$ cat src/rtl/seg7_pkg.sv
// Shared constants for the seven-segment sequence monitor: segment codes,
// the fixed display sequence, FSM encoding and the wrap-around index helpers.
package seg7_pkg;

  localparam logic [6:0] SEG_0 = 7'b0111111;
  localparam logic [6:0] SEG_1 = 7'b0000110;
  localparam logic [6:0] SEG_2 = 7'b1011011;
  localparam logic [6:0] SEG_3 = 7'b1001111;
  localparam logic [6:0] SEG_4 = 7'b1100110;
  localparam logic [6:0] SEG_5 = 7'b1101101;
  localparam logic [6:0] SEG_6 = 7'b1111101;
  localparam logic [6:0] SEG_7 = 7'b0000111;
  localparam logic [6:0] SEG_8 = 7'b1111111;
  localparam logic [6:0] SEG_9 = 7'b1101111;

  localparam int unsigned SEQ_LEN = 5;
  localparam logic [3:0] SEQ [SEQ_LEN] = '{4'd3, 4'd1, 4'd4, 4'd5, 4'd8};

  typedef enum logic [1:0] {
    ST_HUNT    = 2'd0,
    ST_CONFIRM = 2'd1,
    ST_LOCKED  = 2'd2
  } state_t;

  function automatic logic [2:0] fwd_idx(input logic [2:0] p, input int unsigned len);
    if (p == 3'(len - 1)) fwd_idx = 3'd0;
    else                  fwd_idx = p + 3'd1;
  endfunction

  function automatic logic [2:0] bwd_idx(input logic [2:0] p, input int unsigned len);
    if (p == 3'd0) bwd_idx = 3'(len - 1);
    else           bwd_idx = p - 3'd1;
  endfunction

endpackage

$ cat src/rtl/seg7_decode.sv
// Combinational segment-to-digit decoder; also reports whether the digit
// belongs to the display sequence and its index there.
module seg7_decode
  import seg7_pkg::*;
(
  input  logic [6:0] i_seg,
  output logic [3:0] o_digit,
  output logic       o_ok,
  output logic       o_in_seq,
  output logic [2:0] o_idx
);

  // Exact-match decode; anything outside the ten codes is illegal
  always_comb begin
    o_ok = 1'b1;
    case (i_seg)
      SEG_0:   o_digit = 4'd0;
      SEG_1:   o_digit = 4'd1;
      SEG_2:   o_digit = 4'd2;
      SEG_3:   o_digit = 4'd3;
      SEG_4:   o_digit = 4'd4;
      SEG_5:   o_digit = 4'd5;
      SEG_6:   o_digit = 4'd6;
      SEG_7:   o_digit = 4'd7;
      SEG_8:   o_digit = 4'd8;
      SEG_9:   o_digit = 4'd9;
      default: begin
        o_digit = 4'd0;
        o_ok    = 1'b0;
      end
    endcase
  end

  // Sequence membership lookup against the ROM
  always_comb begin
    o_in_seq = 1'b0;
    o_idx    = 3'd0;
    for (int k = 0; k < SEQ_LEN; k++) begin
      if (o_ok && (o_digit == SEQ[k])) begin
        o_in_seq = 1'b1;
        o_idx    = 3'(k);
      end else begin
        o_in_seq = o_in_seq;
      end
    end
  end

endmodule

$ cat src/rtl/seg7_sequence_monitor.sv
// Receive-side monitor: decodes HEX0 samples and tracks lock, position and
// direction within the cyclic 3-1-4-5-8 display sequence.
module seg7_sequence_monitor
  import seg7_pkg::*;
#(
  parameter int CNT_W   = 8,
  parameter int SEQ_LEN = 5
) (
  input  logic             CLK,
  input  logic             RST,
  input  logic [6:0]       seg_in,
  input  logic             seg_valid,
  output logic [3:0]       digit,
  output logic             digit_ok,
  output logic [2:0]       pos,
  output logic             dir,
  output logic             locked,
  output logic             illegal,
  output logic             step_err,
  output logic             resync,
  output logic [CNT_W-1:0] step_cnt,
  output logic [CNT_W-1:0] err_cnt
);

  logic [3:0] w_digit;
  logic       w_ok;
  logic       w_in_seq;
  logic [2:0] w_idx;
  logic [2:0] w_fwd;
  logic [2:0] w_bwd;
  logic [2:0] w_exp;
  logic [2:0] w_opp;

  state_t           r_state;
  logic [3:0]       r_digit;
  logic             r_digit_ok;
  logic [2:0]       r_pos;
  logic             r_dir;
  logic             r_locked;
  logic             r_illegal;
  logic             r_step_err;
  logic             r_resync;
  logic [CNT_W-1:0] r_step_cnt;
  logic [CNT_W-1:0] r_err_cnt;

  function automatic logic [CNT_W-1:0] sat_inc(input logic [CNT_W-1:0] v);
    if (v == {CNT_W{1'b1}}) sat_inc = v;
    else                    sat_inc = v + {{(CNT_W-1){1'b0}}, 1'b1};
  endfunction

  seg7_decode u_decode (
    .i_seg    (seg_in),
    .o_digit  (w_digit),
    .o_ok     (w_ok),
    .o_in_seq (w_in_seq),
    .o_idx    (w_idx)
  );

  assign w_fwd = fwd_idx(r_pos, SEQ_LEN);
  assign w_bwd = bwd_idx(r_pos, SEQ_LEN);
  assign w_exp = r_dir ? w_bwd : w_fwd;
  assign w_opp = r_dir ? w_fwd : w_bwd;

  // Lock FSM with registered outputs; pulses default low every cycle
  always_ff @(posedge CLK or posedge RST) begin
    if (RST) begin
      r_state    <= ST_HUNT;
      r_digit    <= 4'd0;
      r_digit_ok <= 1'b0;
      r_pos      <= 3'd0;
      r_dir      <= 1'b0;
      r_locked   <= 1'b0;
      r_illegal  <= 1'b0;
      r_step_err <= 1'b0;
      r_resync   <= 1'b0;
      r_step_cnt <= '0;
      r_err_cnt  <= '0;
    end else begin
      r_illegal  <= 1'b0;
      r_step_err <= 1'b0;
      r_resync   <= 1'b0;
      if (seg_valid && !w_ok) begin
        r_digit_ok <= 1'b0;
        r_illegal  <= 1'b1;
        r_state    <= ST_HUNT;
        r_locked   <= 1'b0;
      end else if (seg_valid) begin
        r_digit    <= w_digit;
        r_digit_ok <= 1'b1;
        case (r_state)
          ST_HUNT: begin
            if (w_in_seq) begin
              r_pos   <= w_idx;
              r_state <= ST_CONFIRM;
            end else begin
              r_state <= ST_HUNT;
            end
          end
          ST_CONFIRM: begin
            if (w_in_seq && (w_idx == r_pos)) begin
              r_state <= ST_CONFIRM;
            end else if (w_in_seq && (w_idx == w_fwd)) begin
              r_dir      <= 1'b0;
              r_pos      <= w_fwd;
              r_state    <= ST_LOCKED;
              r_locked   <= 1'b1;
              r_step_cnt <= sat_inc(r_step_cnt);
            end else if (w_in_seq && (w_idx == w_bwd)) begin
              r_dir      <= 1'b1;
              r_pos      <= w_bwd;
              r_state    <= ST_LOCKED;
              r_locked   <= 1'b1;
              r_step_cnt <= sat_inc(r_step_cnt);
            end else if (w_in_seq) begin
              r_pos <= w_idx;
            end else begin
              r_state <= ST_HUNT;
            end
          end
          ST_LOCKED: begin
            if (w_in_seq && (w_idx == r_pos)) begin
              r_state <= ST_LOCKED;
            end else if (w_in_seq && (w_idx == w_exp)) begin
              r_pos      <= w_exp;
              r_step_cnt <= sat_inc(r_step_cnt);
            end else if (w_in_seq && (w_idx == w_opp)) begin
              r_dir      <= ~r_dir;
              r_pos      <= w_opp;
              r_step_cnt <= sat_inc(r_step_cnt);
            end else if (w_in_seq && (w_idx == 3'd0)) begin
              // Display restarted from its first entry
              r_resync <= 1'b1;
              r_pos    <= 3'd0;
            end else begin
              r_step_err <= 1'b1;
              r_err_cnt  <= sat_inc(r_err_cnt);
              r_locked   <= 1'b0;
              if (w_in_seq) begin
                r_pos   <= w_idx;
                r_state <= ST_CONFIRM;
              end else begin
                r_state <= ST_HUNT;
              end
            end
          end
          default: begin
            r_state  <= ST_HUNT;
            r_locked <= 1'b0;
          end
        endcase
      end else begin
        r_state <= r_state;
      end
    end
  end

  assign digit    = r_digit;
  assign digit_ok = r_digit_ok;
  assign pos      = r_pos;
  assign dir      = r_dir;
  assign locked   = r_locked;
  assign illegal  = r_illegal;
  assign step_err = r_step_err;
  assign resync   = r_resync;
  assign step_cnt = r_step_cnt;
  assign err_cnt  = r_err_cnt;

endmodule

$ cat config.mk
export PLATFORM = sky130hd
export DESIGN_NAME = seg7_sequence_monitor
export DESIGN_NICKNAME = d
export VERILOG_FILES = /design/src/rtl/seg7_pkg.sv /design/src/rtl/seg7_decode.sv /design/src/rtl/seg7_sequence_monitor.sv
export SDC_FILE = /design/constraint.sdc
export NUM_CORES = 1
export LEC_CHECK = 0
export CELL_PAD_IN_SITES_DETAIL_PLACEMENT = 1
export CELL_PAD_IN_SITES_GLOBAL_PLACEMENT = 1
export CORE_MARGIN = 2
export CORE_UTILIZATION = 40
export CTS_CLUSTER_DIAMETER = 100
export DETAILED_ROUTE_END_ITERATION = 10
export GPL_ROUTABILITY_DRIVEN = 0
export GPL_TIMING_DRIVEN = 0
export PLACE_DENSITY_LB_ADDON = 0.1
export SYNTH_ARGS = -nofsm -noshare
export SYNTH_HDL_FRONTEND = slang
export SYNTH_HIERARCHICAL = 1
export SYNTH_SLANG_ARGS = --single-unit
$ cat constraint.sdc
create_clock -name CLK -period 6.27 [get_ports CLK]
set_input_delay 0.627 -clock CLK [delete_from_list [all_inputs] [get_ports CLK]]
set_output_delay 0.627 -clock CLK [all_outputs]
set_load 0.05 [all_outputs]
==> impl_metrics.csv <==
group,metric,value,unit
yosys,synth_top_area_share,33.71,%
cells_and_area,finish.instance_area,2907,um2
yosys,post_synth_and_or_nand_nor_area_fraction,20.99,%
status,run_status,"finished, final reports clean",
setup_path,worst_setup_path_startpoint,"seg_in[3]",
grt,grt_max_degree,32,
timing,final-setup-viol-count,0,
cells_and_area,synthToLayoutAreaGrowth,26.32,%
routing,drtPass1Iterations,4,
routing,viasPerCell,5.596,
power,worst_ir_drop_vdd,193.8,uV
yosys,ys.warnings.count,6,
setup_path,worst-setup-path-type,"input port to flop",
timing,timing.final.hold_violations,0,
routing,ant_nets,0,
die,die_x,79.85,um
routing,post_drt_wl_per_cell,16.52,um
timing,layout_setup_ws,2437,ps
yosys,yosysUniqueCellTypes,56,
timing,setup_tns,0,ps
setup_path,critPathCaptureType,"flop",
clock_network,cts_hold_buf,0,
hold_path,hold_path.startpoint,"step_cnt[4]$_DFFE_PP0P_",
placement,numPortBuffers,37,
clock_network,tritoncts,"yes",
clock_network,post_cts_resized,0,
die,rows,27,
yosys,ys_seq_elements,31,
cells_and_area,final_cells,349,
clock_network,cts-htree-levels,2,
placement,numPlacedInstances,340,
placement,preCtsSetupSlack,2193,ps
die,floorplan.initialDensity,41.53,%
yosys,synth_area_leaders,"sky130_fd_sc_hd__dfrtp_1 34%, sky130_fd_sc_hd__xnor2_1 8.0%, sky130_fd_sc_hd__ha_1 4.9%",
yosys,synth_top_family_by_area,"simple AND/OR/NAND/NOR gates",
grt,grt_pass1_vias,1973,
yosys,synth_nets,250,
power,p_per_area,196.2,nW/um2
timing,worst-slew-pin-transition,906.9,ps
yosys,synth-edff-count,0,
yosys,postSynth.topFlopCell,"sky130_fd_sc_hd__dfrtp_1",
clock_network,cts_max_path_buffers,2,
die,die_h,79.85,um
yosys,yosysTopAreaCell,"sky130_fd_sc_hd__dfrtp_1",
yosys,synth_fa_ha_area_share,4.894,%
grt,number_of_antenna_violations_at_the_first_check_in_global_routing,0,
yosys,synth_cells,231,
timing,grt_setup_unrepaired,"no",
routing,drc_errors,0,
setup_path,critical_path_peak_fanout,8,
cells_and_area,final_layout_size_suffix_gt1_share,14.80,%
placement,post_dp_cell_area,2761,um2
routing,initialDrtViolationCount,116,
setup_path,crit_required,6450,ps
grt,globalRoute.totalOverflow,0,
cells_and_area,antenna_cells,0,
routing,wl,5766,um
cells_and_area,fillCellCount,646,
grt,global_route_wire_length_before_repair,9632,um
timing,fin_skew,5.359,ps
yosys,muxShareOfSynthArea,6.688,%
clock_network,clock_insertion_delay_worst_skew,290,ps
setup_path,startpoint_type,"input port",
timing,timing.final.crit_period,3833,ps
clock_network,tritoncts_num_sinks,31,
yosys,synth_compound_area_share,17.40,%
clock_network,cts.clk_slew.worst_paths,70,ps
timing,fmaxAchievable,260.9,MHz
timing,final.period_utilization,61.13,%
grt,global_route.usage.total,19.29,%
yosys,postSynth.asyncResetShare,100.0,%
power,power_leakage,1.224,nW
die,die_area,6375,um2
timing,timing_max_transition_violations_final,0,
yosys,synthXorXnorAreaFrac,9.516,%
timing,slew-limit-headroom,38.77,%
clock_network,post-cts-setup-buffer-count,0,
setup_path,worst-endpoint-arrival,4010,ps
yosys,synth_sequential_area_ratio,33.71,%
die,floorplan_core_area,5540,um2
timing,hold_slack,491.6,ps
cells_and_area,layout.nets,295,
clock_network,clk_root_buffer_cell,"sky130_fd_sc_hd__clkbuf_8",
clock_network,number_of_buffers_created_by_cts,5,
yosys,synthesis.area,2301,um2
routing,vias,1953,
yosys,syn-mean-instance-area,9.961,um2
placement,hpwlAfterDp,4214,um
setup_path,worst_r2r_startpoint,"pos[0]$_DFFE_PP0P_",
flow_run,max_cap_violations,0,
hold_path,hold_path.class,"flop to flop",
die,io_pins,39,
-- cell families (layout without fill, tap and decap cells) --
logic type      count (synthesis)  in the layout
mux                            14             14
xor+xnor                       25             25
buf+inv                        23             69
flops                          31             31
simple gates                   82             82
fa+ha+maj                       9              9
compound gates                 47             47
-- layer usage --
layer	vias to the layer above	wire [um]	GRT usage, %
met2	24	2749	31.51
met1	983	2839	26.33
met5	-	0	0
li1	941	-	-
met3	5	119	3.507
met4	0	58	5.085
-- through the flow --
stage	util (%)	power [mW]
3_3_place_gp	49.84	0.3596
3_5_place_dp	49.84	0.3623
2_1_floorplan	-	0.3231
5_1_grt	52.46	0.5980
4_1_cts	51.96	0.5745
6_report	52.46	0.5701
-- layout by cell type (no fill, tap or decap), types with 6 or more instances in the layout --
cell type and n:
sky130_fd_sc_hd__mux2i_1 6, sky130_fd_sc_hd__o21ai_0 9, sky130_fd_sc_hd__and3_1 9, sky130_fd_sc_hd__nand4_1 13, sky130_fd_sc_hd__mux2_2 7, sky130_fd_sc_hd__nand3_1 11, sky130_fd_sc_hd__nand2_1 12, sky130_fd_sc_hd__clkdlybuf4s50_1 37
sky130_fd_sc_hd__clkbuf_8 10, sky130_fd_sc_hd__inv_1 13, sky130_fd_sc_hd__xnor2_1 21, sky130_fd_sc_hd__dfrtp_1 31, sky130_fd_sc_hd__nor2_1 12, sky130_fd_sc_hd__ha_1 9
-- layout make-up --
class	count	area, um2	share of cell area (%)
buffer	10	107.6	3.702
tap	72	90.09	3.099
clock buffer	6	82.58	2.841
timing repair buffer	38	397.9	13.69
multi-input combinational	177	1369	47.09
sequential	31	775.7	26.69
inverter	13	48.80	1.679
clock inverter	2	35.03	1.205
-- worst max-delay path, stage by stage --
cell and delay (ps):
sky130_fd_sc_hd__clkdlybuf4s50_1 530, sky130_fd_sc_hd__and4b_4 270, sky130_fd_sc_hd__a32oi_2 230, sky130_fd_sc_hd__inv_1 70, sky130_fd_sc_hd__o211ai_1 490, sky130_fd_sc_hd__nand2_1 90
sky130_fd_sc_hd__o311ai_0 770, sky130_fd_sc_hd__o211ai_4 230, sky130_fd_sc_hd__a21oi_4 320, sky130_fd_sc_hd__mux2_2 360
-- where the power goes --
part	total [mW]	internal [mW]	switching, mW
clock	0.208	0.129	0.0796
sequential	0.209	0.205	0.00360
combinational	0.153	0.0603	0.0927
-- sequential cells by signal (all words and copies together) (netlist names) --
| signal | count |
|---|---|
| digit | 4 |
| digit_ok | 1 |
| dir | 1 |
| err_cnt | 8 |
| illegal | 1 |
| locked | 1 |
| pos | 3 |
| r_state | 2 |
| resync | 1 |
| step_cnt | 8 |
| step_err | 1 |
-- cells in the mapped netlist, types with 2 or more instances --
master and n:
sky130_fd_sc_hd__a21oi_1 5, sky130_fd_sc_hd__nand3b_1 3, sky130_fd_sc_hd__o211a_1 2, sky130_fd_sc_hd__o31ai_1 2, sky130_fd_sc_hd__nand2b_1 2, sky130_fd_sc_hd__o211ai_1 3, sky130_fd_sc_hd__dfrtp_1 31, sky130_fd_sc_hd__nor2b_1 3
sky130_fd_sc_hd__mux2i_1 6, sky130_fd_sc_hd__inv_1 13, sky130_fd_sc_hd__nand2_1 12, sky130_fd_sc_hd__clkbuf_1 2, sky130_fd_sc_hd__mux2_2 7, sky130_fd_sc_hd__xnor2_1 21, sky130_fd_sc_hd__nor2_1 12, sky130_fd_sc_hd__a32oi_2 2
sky130_fd_sc_hd__nand3_1 11, sky130_fd_sc_hd__a22o_1 4, sky130_fd_sc_hd__clkbuf_8 4, sky130_fd_sc_hd__a211oi_1 2, sky130_fd_sc_hd__ha_1 9, sky130_fd_sc_hd__o21ai_0 9, sky130_fd_sc_hd__buf_6 4, sky130_fd_sc_hd__nand4_1 13
sky130_fd_sc_hd__nor4_1 3, sky130_fd_sc_hd__a31oi_1 5, sky130_fd_sc_hd__xor2_1 4, sky130_fd_sc_hd__and3_1 9
-- worst paths after layout --
check,endpoint,slack (ps),cells after the start
worst max-delay path,step_cnt[1]$_DFFE_PP0P_,2440,10
worst min-delay path,step_cnt[4]$_DFFE_PP0P_,490,1
worst max register to register,r_state[0]$_DFFE_PP0P_,3370,9
worst min register to register,step_cnt[4]$_DFFE_PP0P_,490,1
max in group asynchronous,digit[0]$_DFFE_PP0P_,5120,3
min in group asynchronous,step_cnt[1]$_DFFE_PP0P_,680,2
No activity file was read; power rests on OpenSTA's default activity.
